==> config.mk <==
export PLATFORM = sky130hd
export DESIGN_NAME = sap_output_display
export DESIGN_NICKNAME = d
export VERILOG_FILES = /design/src/rtl/sap_display_pkg.sv /design/src/rtl/sap_output_display_seg7_decoder.sv /design/src/rtl/sap_output_display.sv
export SDC_FILE = /design/constraint.sdc
export NUM_CORES = 1
export LEC_CHECK = 0
export ABC_AREA = 1
export CORE_MARGIN = 1.5
export CORE_UTILIZATION = 40
export DETAILED_ROUTE_END_ITERATION = 8
export SLEW_MARGIN = 20
export SYNTH_ARGS = -nofsm -noshare
export SYNTH_HDL_FRONTEND = slang
export SYNTH_HIERARCHICAL = 1
export SYNTH_SLANG_ARGS = --single-unit
==> constraint.sdc <==
create_clock -name CLK -period 1.9 [get_ports CLK]
set_input_delay 0.38 -clock CLK [delete_from_list [all_inputs] [get_ports CLK]]
set_output_delay 0.38 -clock CLK [all_outputs]
set_load 0.1 [all_outputs]
==> src/rtl/sap_display_pkg.sv <==
// ---------------------------------------------------------------------------
// sap_display_pkg
// Shared definitions for the SAP output display block:
//   - 7-segment codes for BCD digits 0-9 plus the blank code ({g,f,e,d,c,b,a})
//   - conversion state enum (IDLE / SHIFT / COMMIT)
//   - digit count and shift-register geometry for the double-dabble engine
//   - dabble_step(): one "add 3 to nibbles >= 5, then shift left" iteration
// Optional build macro used by the block: SAP_DISP_BLANK_EN (leading-zero
// blanking, see sap_output_display.sv).
// ---------------------------------------------------------------------------
package sap_display_pkg;

    localparam int NUM_DIGITS = 3;
    localparam int BIN_W      = 8;
    localparam int SH_W       = 4 * NUM_DIGITS + BIN_W;

    localparam logic [6:0] SEG_CODE_0 = 7'h3F;
    localparam logic [6:0] SEG_CODE_1 = 7'h06;
    localparam logic [6:0] SEG_CODE_2 = 7'h5B;
    localparam logic [6:0] SEG_CODE_3 = 7'h4F;
    localparam logic [6:0] SEG_CODE_4 = 7'h66;
    localparam logic [6:0] SEG_CODE_5 = 7'h6D;
    localparam logic [6:0] SEG_CODE_6 = 7'h7D;
    localparam logic [6:0] SEG_CODE_7 = 7'h07;
    localparam logic [6:0] SEG_CODE_8 = 7'h7F;
    localparam logic [6:0] SEG_CODE_9 = 7'h6F;
    localparam logic [6:0] SEG_BLANK  = 7'h00;

    typedef enum logic [1:0] {
        IDLE   = 2'd0,
        SHIFT  = 2'd1,
        COMMIT = 2'd2
    } conv_state_e;

    // Shift register layout: {hundreds, tens, ones, binary}. Correct every
    // BCD nibble first, then shift the whole register left by one.
    function automatic logic [SH_W-1:0] dabble_step(input logic [SH_W-1:0] sh);
        logic [SH_W-1:0] t;
        t = sh;
        for (int d = 0; d < NUM_DIGITS; d++) begin
            if (t[BIN_W + 4*d +: 4] >= 4'd5) begin
                t[BIN_W + 4*d +: 4] = t[BIN_W + 4*d +: 4] + 4'd3;
            end
        end
        return {t[SH_W-2:0], 1'b0};
    endfunction

endpackage

==> src/rtl/sap_output_display_seg7_decoder.sv <==
// ---------------------------------------------------------------------------
// seg7_decoder
// Combinational BCD to 7-segment decoder, active-high segments {g,f,e,d,c,b,a}.
// Ports:
//   bcd_i   [3:0]  BCD digit; codes above 9 decode to blank
//   blank_i        forces the blank pattern regardless of bcd_i
//   seg_o   [6:0]  segment pattern
// ---------------------------------------------------------------------------
module seg7_decoder
    import sap_display_pkg::*;
(
    input  logic [3:0] bcd_i,
    input  logic       blank_i,
    output logic [6:0] seg_o
);

    always_comb begin
        seg_o = SEG_BLANK;
        if (!blank_i) begin
            case (bcd_i)
                4'd0:    seg_o = SEG_CODE_0;
                4'd1:    seg_o = SEG_CODE_1;
                4'd2:    seg_o = SEG_CODE_2;
                4'd3:    seg_o = SEG_CODE_3;
                4'd4:    seg_o = SEG_CODE_4;
                4'd5:    seg_o = SEG_CODE_5;
                4'd6:    seg_o = SEG_CODE_6;
                4'd7:    seg_o = SEG_CODE_7;
                4'd8:    seg_o = SEG_CODE_8;
                4'd9:    seg_o = SEG_CODE_9;
                default: seg_o = SEG_BLANK;
            endcase
        end
    end

endmodule

==> src/rtl/sap_output_display.sv <==
// ---------------------------------------------------------------------------
// sap_output_display
// Consumer of the SAP output register. Captures RESULT on every LO edge,
// converts it to three BCD digits with a sequential shift-and-add-3 engine
// (one shift per clock) and drives a time-multiplexed 3-digit 7-segment
// display. Captures are queued one deep: a running conversion is never
// disturbed, and the most recent capture is the one converted next.
// Ports:
//   CLK           system clock, rising edge
//   CLR_BAR       asynchronous active-low reset
//   LO            output-register load strobe
//   RESULT        value from the output register
//   SEG      [6] registered segments {g,f,e,d,c,b,a}, active-high
//   DIGIT_EN [2] registered one-hot digit enable (bit0 ones, bit2 hundreds)
//   BUSY          conversion in progress
//   DONE          one-cycle pulse when new digits are committed
// Build macro: SAP_DISP_BLANK_EN blanks leading zeros (hundreds, then tens);
// the ones digit is always shown.
// ---------------------------------------------------------------------------
module sap_output_display
    import sap_display_pkg::*;
#(
    parameter int WIDTH    = 8,
    parameter int SCAN_DIV = 16
) (
    input  logic             CLK,
    input  logic             CLR_BAR,
    input  logic             LO,
    input  logic [WIDTH-1:0] RESULT,
    output logic [6:0]       SEG,
    output logic [2:0]       DIGIT_EN,
    output logic             BUSY,
    output logic             DONE
);

    localparam int CNT_W = $clog2(SCAN_DIV);
    localparam logic [CNT_W-1:0] SCAN_LAST = CNT_W'(SCAN_DIV - 1);
    localparam logic [2:0]       LAST_BIT  = 3'(WIDTH - 1);

    // Conversion path
    conv_state_e       state_q;
    logic              pend_q;
    logic [WIDTH-1:0]  pend_val_q;
    logic [SH_W-1:0]   sh_q;
    logic [2:0]        bit_cnt_q;
    logic [11:0]       disp_q;     // {hundreds, tens, ones}
    logic              done_q;

    // Scan path
    logic [CNT_W-1:0]  scan_cnt_q;
    logic [2:0]        digit_en_q;
    logic [2:0]        digit_en_d;
    logic [6:0]        seg_q;
    logic [6:0]        seg_d;
    logic [3:0]        sel_nib;
    logic              blank;
    logic              scan_tc;

    always_ff @(posedge CLK or negedge CLR_BAR) begin
        if (!CLR_BAR) begin
            state_q    <= IDLE;
            pend_q     <= 1'b0;
            pend_val_q <= '0;
            sh_q       <= '0;
            bit_cnt_q  <= '0;
            disp_q     <= '0;
            done_q     <= 1'b0;
        end else begin
            done_q <= 1'b0;

            // Capture has priority over the IDLE consume below, so an LO on
            // the consuming edge leaves the new value pending.
            if (LO) begin
                pend_val_q <= RESULT;
                pend_q     <= 1'b1;
            end

            case (state_q)
                IDLE: begin
                    if (pend_q) begin
                        state_q   <= SHIFT;
                        sh_q      <= {{(4*NUM_DIGITS){1'b0}}, pend_val_q};
                        bit_cnt_q <= '0;
                        if (!LO) begin
                            pend_q <= 1'b0;
                        end
                    end
                end
                SHIFT: begin
                    sh_q      <= dabble_step(sh_q);
                    bit_cnt_q <= bit_cnt_q + 3'd1;
                    if (bit_cnt_q == LAST_BIT) begin
                        state_q <= COMMIT;
                    end
                end
                COMMIT: begin
                    disp_q  <= sh_q[SH_W-1:BIN_W];
                    done_q  <= 1'b1;
                    state_q <= IDLE;
                end
                default: state_q <= IDLE;
            endcase
        end
    end

    // Scan: rotate the enable at terminal count and decode the digit that the
    // new enable selects, so SEG and DIGIT_EN always change together.
    assign scan_tc    = (scan_cnt_q == SCAN_LAST);
    assign digit_en_d = (digit_en_q == 3'b000) ? 3'b001
                                               : {digit_en_q[1:0], digit_en_q[2]};

    always_comb begin
        case (digit_en_d)
            3'b001:  sel_nib = disp_q[3:0];
            3'b010:  sel_nib = disp_q[7:4];
            default: sel_nib = disp_q[11:8];
        endcase
    end

`ifdef SAP_DISP_BLANK_EN
    logic hund_zero;
    logic tens_zero;
    assign hund_zero = (disp_q[11:8] == 4'd0);
    assign tens_zero = (disp_q[7:4] == 4'd0);
    assign blank     = (digit_en_d[2] & hund_zero)
                     | (digit_en_d[1] & hund_zero & tens_zero);
`else
    assign blank = 1'b0;
`endif

    seg7_decoder u_dec (
        .bcd_i   (sel_nib),
        .blank_i (blank),
        .seg_o   (seg_d)
    );

    always_ff @(posedge CLK or negedge CLR_BAR) begin
        if (!CLR_BAR) begin
            scan_cnt_q <= '0;
            digit_en_q <= 3'b000;
            seg_q      <= SEG_BLANK;
        end else if (scan_tc) begin
            scan_cnt_q <= '0;
            digit_en_q <= digit_en_d;
            seg_q      <= seg_d;
        end else begin
            scan_cnt_q <= scan_cnt_q + 1'b1;
        end
    end

    assign SEG      = seg_q;
    assign DIGIT_EN = digit_en_q;
    assign BUSY     = (state_q != IDLE);
    assign DONE     = done_q;

endmodule

==> impl_metrics.ini, run 1 <==
[die]
fp.dieH_um = 90.42
core_area_um2 = 7331
io_pins = 23
dieArea_um2 = 8175
die_w_um = 90.42
num_rows = 31
start_util_pct = 41.70

[logic_synthesis]
synth_edf_count = 0
ys_seq_elements = 61
ys_seq_area_share_pct = 49.94
synthCells = 338
synth.distinct_cells = 35
syn_area_um2 = 3057
synth_nets = 363
ys_warn_count = 6
synthFlopType = dfrtp_1
synthArstFlopShare_pct = 100.0
avgSynthCellArea_um2 = 9.043

[grt]
grt_first_pass_wirelength_mm = 10.19
grtUsageTotal_pct = 15.42
globalRoute.totalOverflow = 0
grt_max_degree = 33
antenna_found_initial = 0
grt_pass1_vias = 2175

[clock_network]
tritoncts = yes
path_clk_slew_ps = 70
clock_latency_ps = 330
cts_htree_levels = 3
holdBufCountCts = 0
max-clock-path-buffers = 2
cts_sinks = 61
cts-buffers-inserted = 9
cts_root_buf = clkbuf_8

[pwr]
finalPower_mw = 5.861
powerDensity_nw_per_um2 = 1617
peakVddDrop_uv = 642.8
p_leak_nw = 1.791

[route]
finalWirelength_mm = 5.648
viasPerCell = 4.791
detail-route-antenna-nets = 0
vias = 2271
drc_errors = 0
first_pass_iters = 4
detail_route.wl_per_cell_um = 11.92
drt_iter0_drc = 96

[worst_setup_path]
crit_family = simple AND/OR/NAND/NOR gates
critical-path-slowest-cell = dfrtp_4
cp_max_fo = 4
start_kind = flop
cp-end-kind = flop
cp_data_arrival_time_ps = 2010
critical_path_buf_inv_count = 3
critPathMaxStageDelay_ps = 470
path_cells = inv_4, o21ai_2, nand2_1, nand3_2, inv_2, ha_1, nand2_1, inv_1, nor2_1, nor2_1, nand2_1, nand2_1
cpMostUsedCell = nand2_1
worst_ep_required_time_ps = 2130
path_class = flop to flop

[final_layout]
final_cell_count_no_fill = 474
layout-drive-gt1-share_pct = 21.33
area_growth_pct = 18.54
finalNetCount = 395
fill_cells = 705
multi_input_area_um2 = 1330
num_antenna_cells = 0
fin_util_pct = 49.43
register_area_um2 = 1538
final_common_cell = nand2_1
final_cell_mix = 94 x nand2_1, 58 x dfrtp_1, 31 x inv_1, 24 x nor2_1, 20 x o21ai_0

[status]
status = complete, no violations

[run]
cap_violations = 0

[place]
place_hpwl_mm = 3.947
io_buffer_count = 22
place_inst = 453
place_congestion = 0.8417

[timing]
hold_violations = 0
clock-skew-final_ps = 9.366
period_needed_ps = 1787
setup_violations = 0
max_clock_freq_mhz = 559.5
slew_violations = 0
tightest_slew_ps = 505.5
grt_setup_unrepaired = yes
post-route-period-util_pct = 94.06
slew_headroom_pct = 66.25

[min_path]
hold_path.class = input pin to async pin
[flip-flops by register name, summed over array words and instances (netlist names)]
name,flops
bit_cnt_q,3
pend_val_q,8
DIGIT_EN,3
SEG,7
disp_q,12
state_q,2
sh_q,20
DONE,1
scan_cnt_q,4
pend_q,1
[layer usage]
metal	GRT usage, %	vias up	wire (um)
met1	19.23	1071	2637
met4	4.762	0	29
li1	-	1152	-
met2	25.25	46	2738
met5	0	-	0
met3	5.135	2	242
[metrics by stage]
step | instance area [um2] | hold WS, ps | setup slack [ps] | setup TNS [ps]
floorplan | 3090 | 84.41 | 19.08 | 0
global placement | 3381 | 428.1 | 82.09 | 0
detailed placement | 3381 | 430.7 | 15.71 | 0
CTS | 3571 | 56.75 | 11.74 | 0
global route | 3623 | 77.02 | -35.98 | -42.38
finish | 3623 | 48.57 | 112.8 | 0
[layout make-up]
type	count	share of cell area (%)
Sequential cell	61	42.44
Multi-Input combinational cell	231	36.71
Timing Repair Buffer	30	8.149
Clock buffer	12	4.282
Inverter	37	4.109
Tap cell	99	3.419
Clock inverter	4	0.8978
[Yosys cell counts (2+ instances only)]
master | instances | area (um2)
o21ai_1 | 7 | 35.03
nor3_1 | 2 | 10.01
a22o_1 | 2 | 17.52
ha_1 | 14 | 175.2
o21ai_0 | 21 | 105.1
o21bai_1 | 2 | 15.01
xor2_1 | 2 | 17.52
inv_1 | 34 | 127.6
mux2_2 | 6 | 67.56
o21ai_2 | 15 | 131.4
buf_6 | 5 | 56.30
nand2_4 | 2 | 22.52
dfrtp_1 | 61 | 1526
nand4_1 | 6 | 37.54
nor2_1 | 25 | 93.84
nand3_1 | 20 | 100.1
nand2_1 | 94 | 352.8
buf_2 | 3 | 15.01
[worst register-to-register path, stage by stage (launching register included)]
cell	delay [ps]
dfrtp_4	470
inv_4	60
o21ai_2	210
nand2_1	100
nand3_2	120
inv_2	60
ha_1	290
nand2_1	70
inv_1	50
nor2_1	100
nor2_1	50
nand2_1	60
nand2_1	40
[report_power, final]
group          leakage [nW]  internal (mW)  total (mW)  switching (mW)
registers             0.757           1.75        2.07           0.325
clock network        0.0888          0.549        1.07           0.517
logic                 0.945          0.908        2.72            1.81
[cell families (layout without fill, tap and decap cells)]
kind of cell / Yosys count / count (layout) / share of synthesized area [%]
xor gates and xnor gates: 2 / 2 / 0.5732
other: 1 / 1 / 0.1227
buffers and inverters: 46 / 83 / 7.777
DFF: 61 / 61 / 49.94
and+or+nand+nor: 154 / 154 / 21.82
AOI/OAI and AO/OA: 54 / 54 / 11.83
adders and majority gates: 14 / 14 / 5.731
muxes: 6 / 6 / 2.210
[timing repair]
action,4_1_cts,5_1_grt
endpoints found under the setup margin,1,5
gates resized for setup,1,5
hold endpoints to repair,0,0
setup buffers,0,5
pin swaps,0,3
[path summary, 6_finish.rpt]
check                                              from                  endpoint  slack, ps  depth (start not counted)
worst max-delay path            DIGIT_EN[0]$_DFFE_PN0N_        SEG[3]$_DFFE_PN0N_        110                         12
worst min-delay path                            CLR_BAR     disp_q[2]$_DFFE_PN0P_         50                          2
worst max register to register  DIGIT_EN[0]$_DFFE_PN0N_        SEG[3]$_DFFE_PN0N_        110                         12
worst min register to register       SEG[5]$_DFFE_PN0N_        SEG[5]$_DFFE_PN0N_        480                          2
max in group asynchronous                       CLR_BAR  bit_cnt_q[2]$_DFFE_PN0P_       1530                          2
min in group CLK                     SEG[5]$_DFFE_PN0N_        SEG[5]$_DFFE_PN0N_        480                          2
Note: power is estimated with default switching activity, not from simulation.
==> run 2: changes to the inputs <==
--- a/config.mk
+++ b/config.mk
@@ -8,6 +8,8 @@
 export ABC_AREA = 1
 export CORE_MARGIN = 1.5
 export CORE_UTILIZATION = 40
+export CTS_CLUSTER_DIAMETER = 120
+export CTS_CLUSTER_SIZE = 28
 export DETAILED_ROUTE_END_ITERATION = 8
 export SLEW_MARGIN = 20
 export SYNTH_ARGS = -nofsm -noshare
==> results of run 2 <==
Final layout, timing and power as in run 1 (identical DEF).
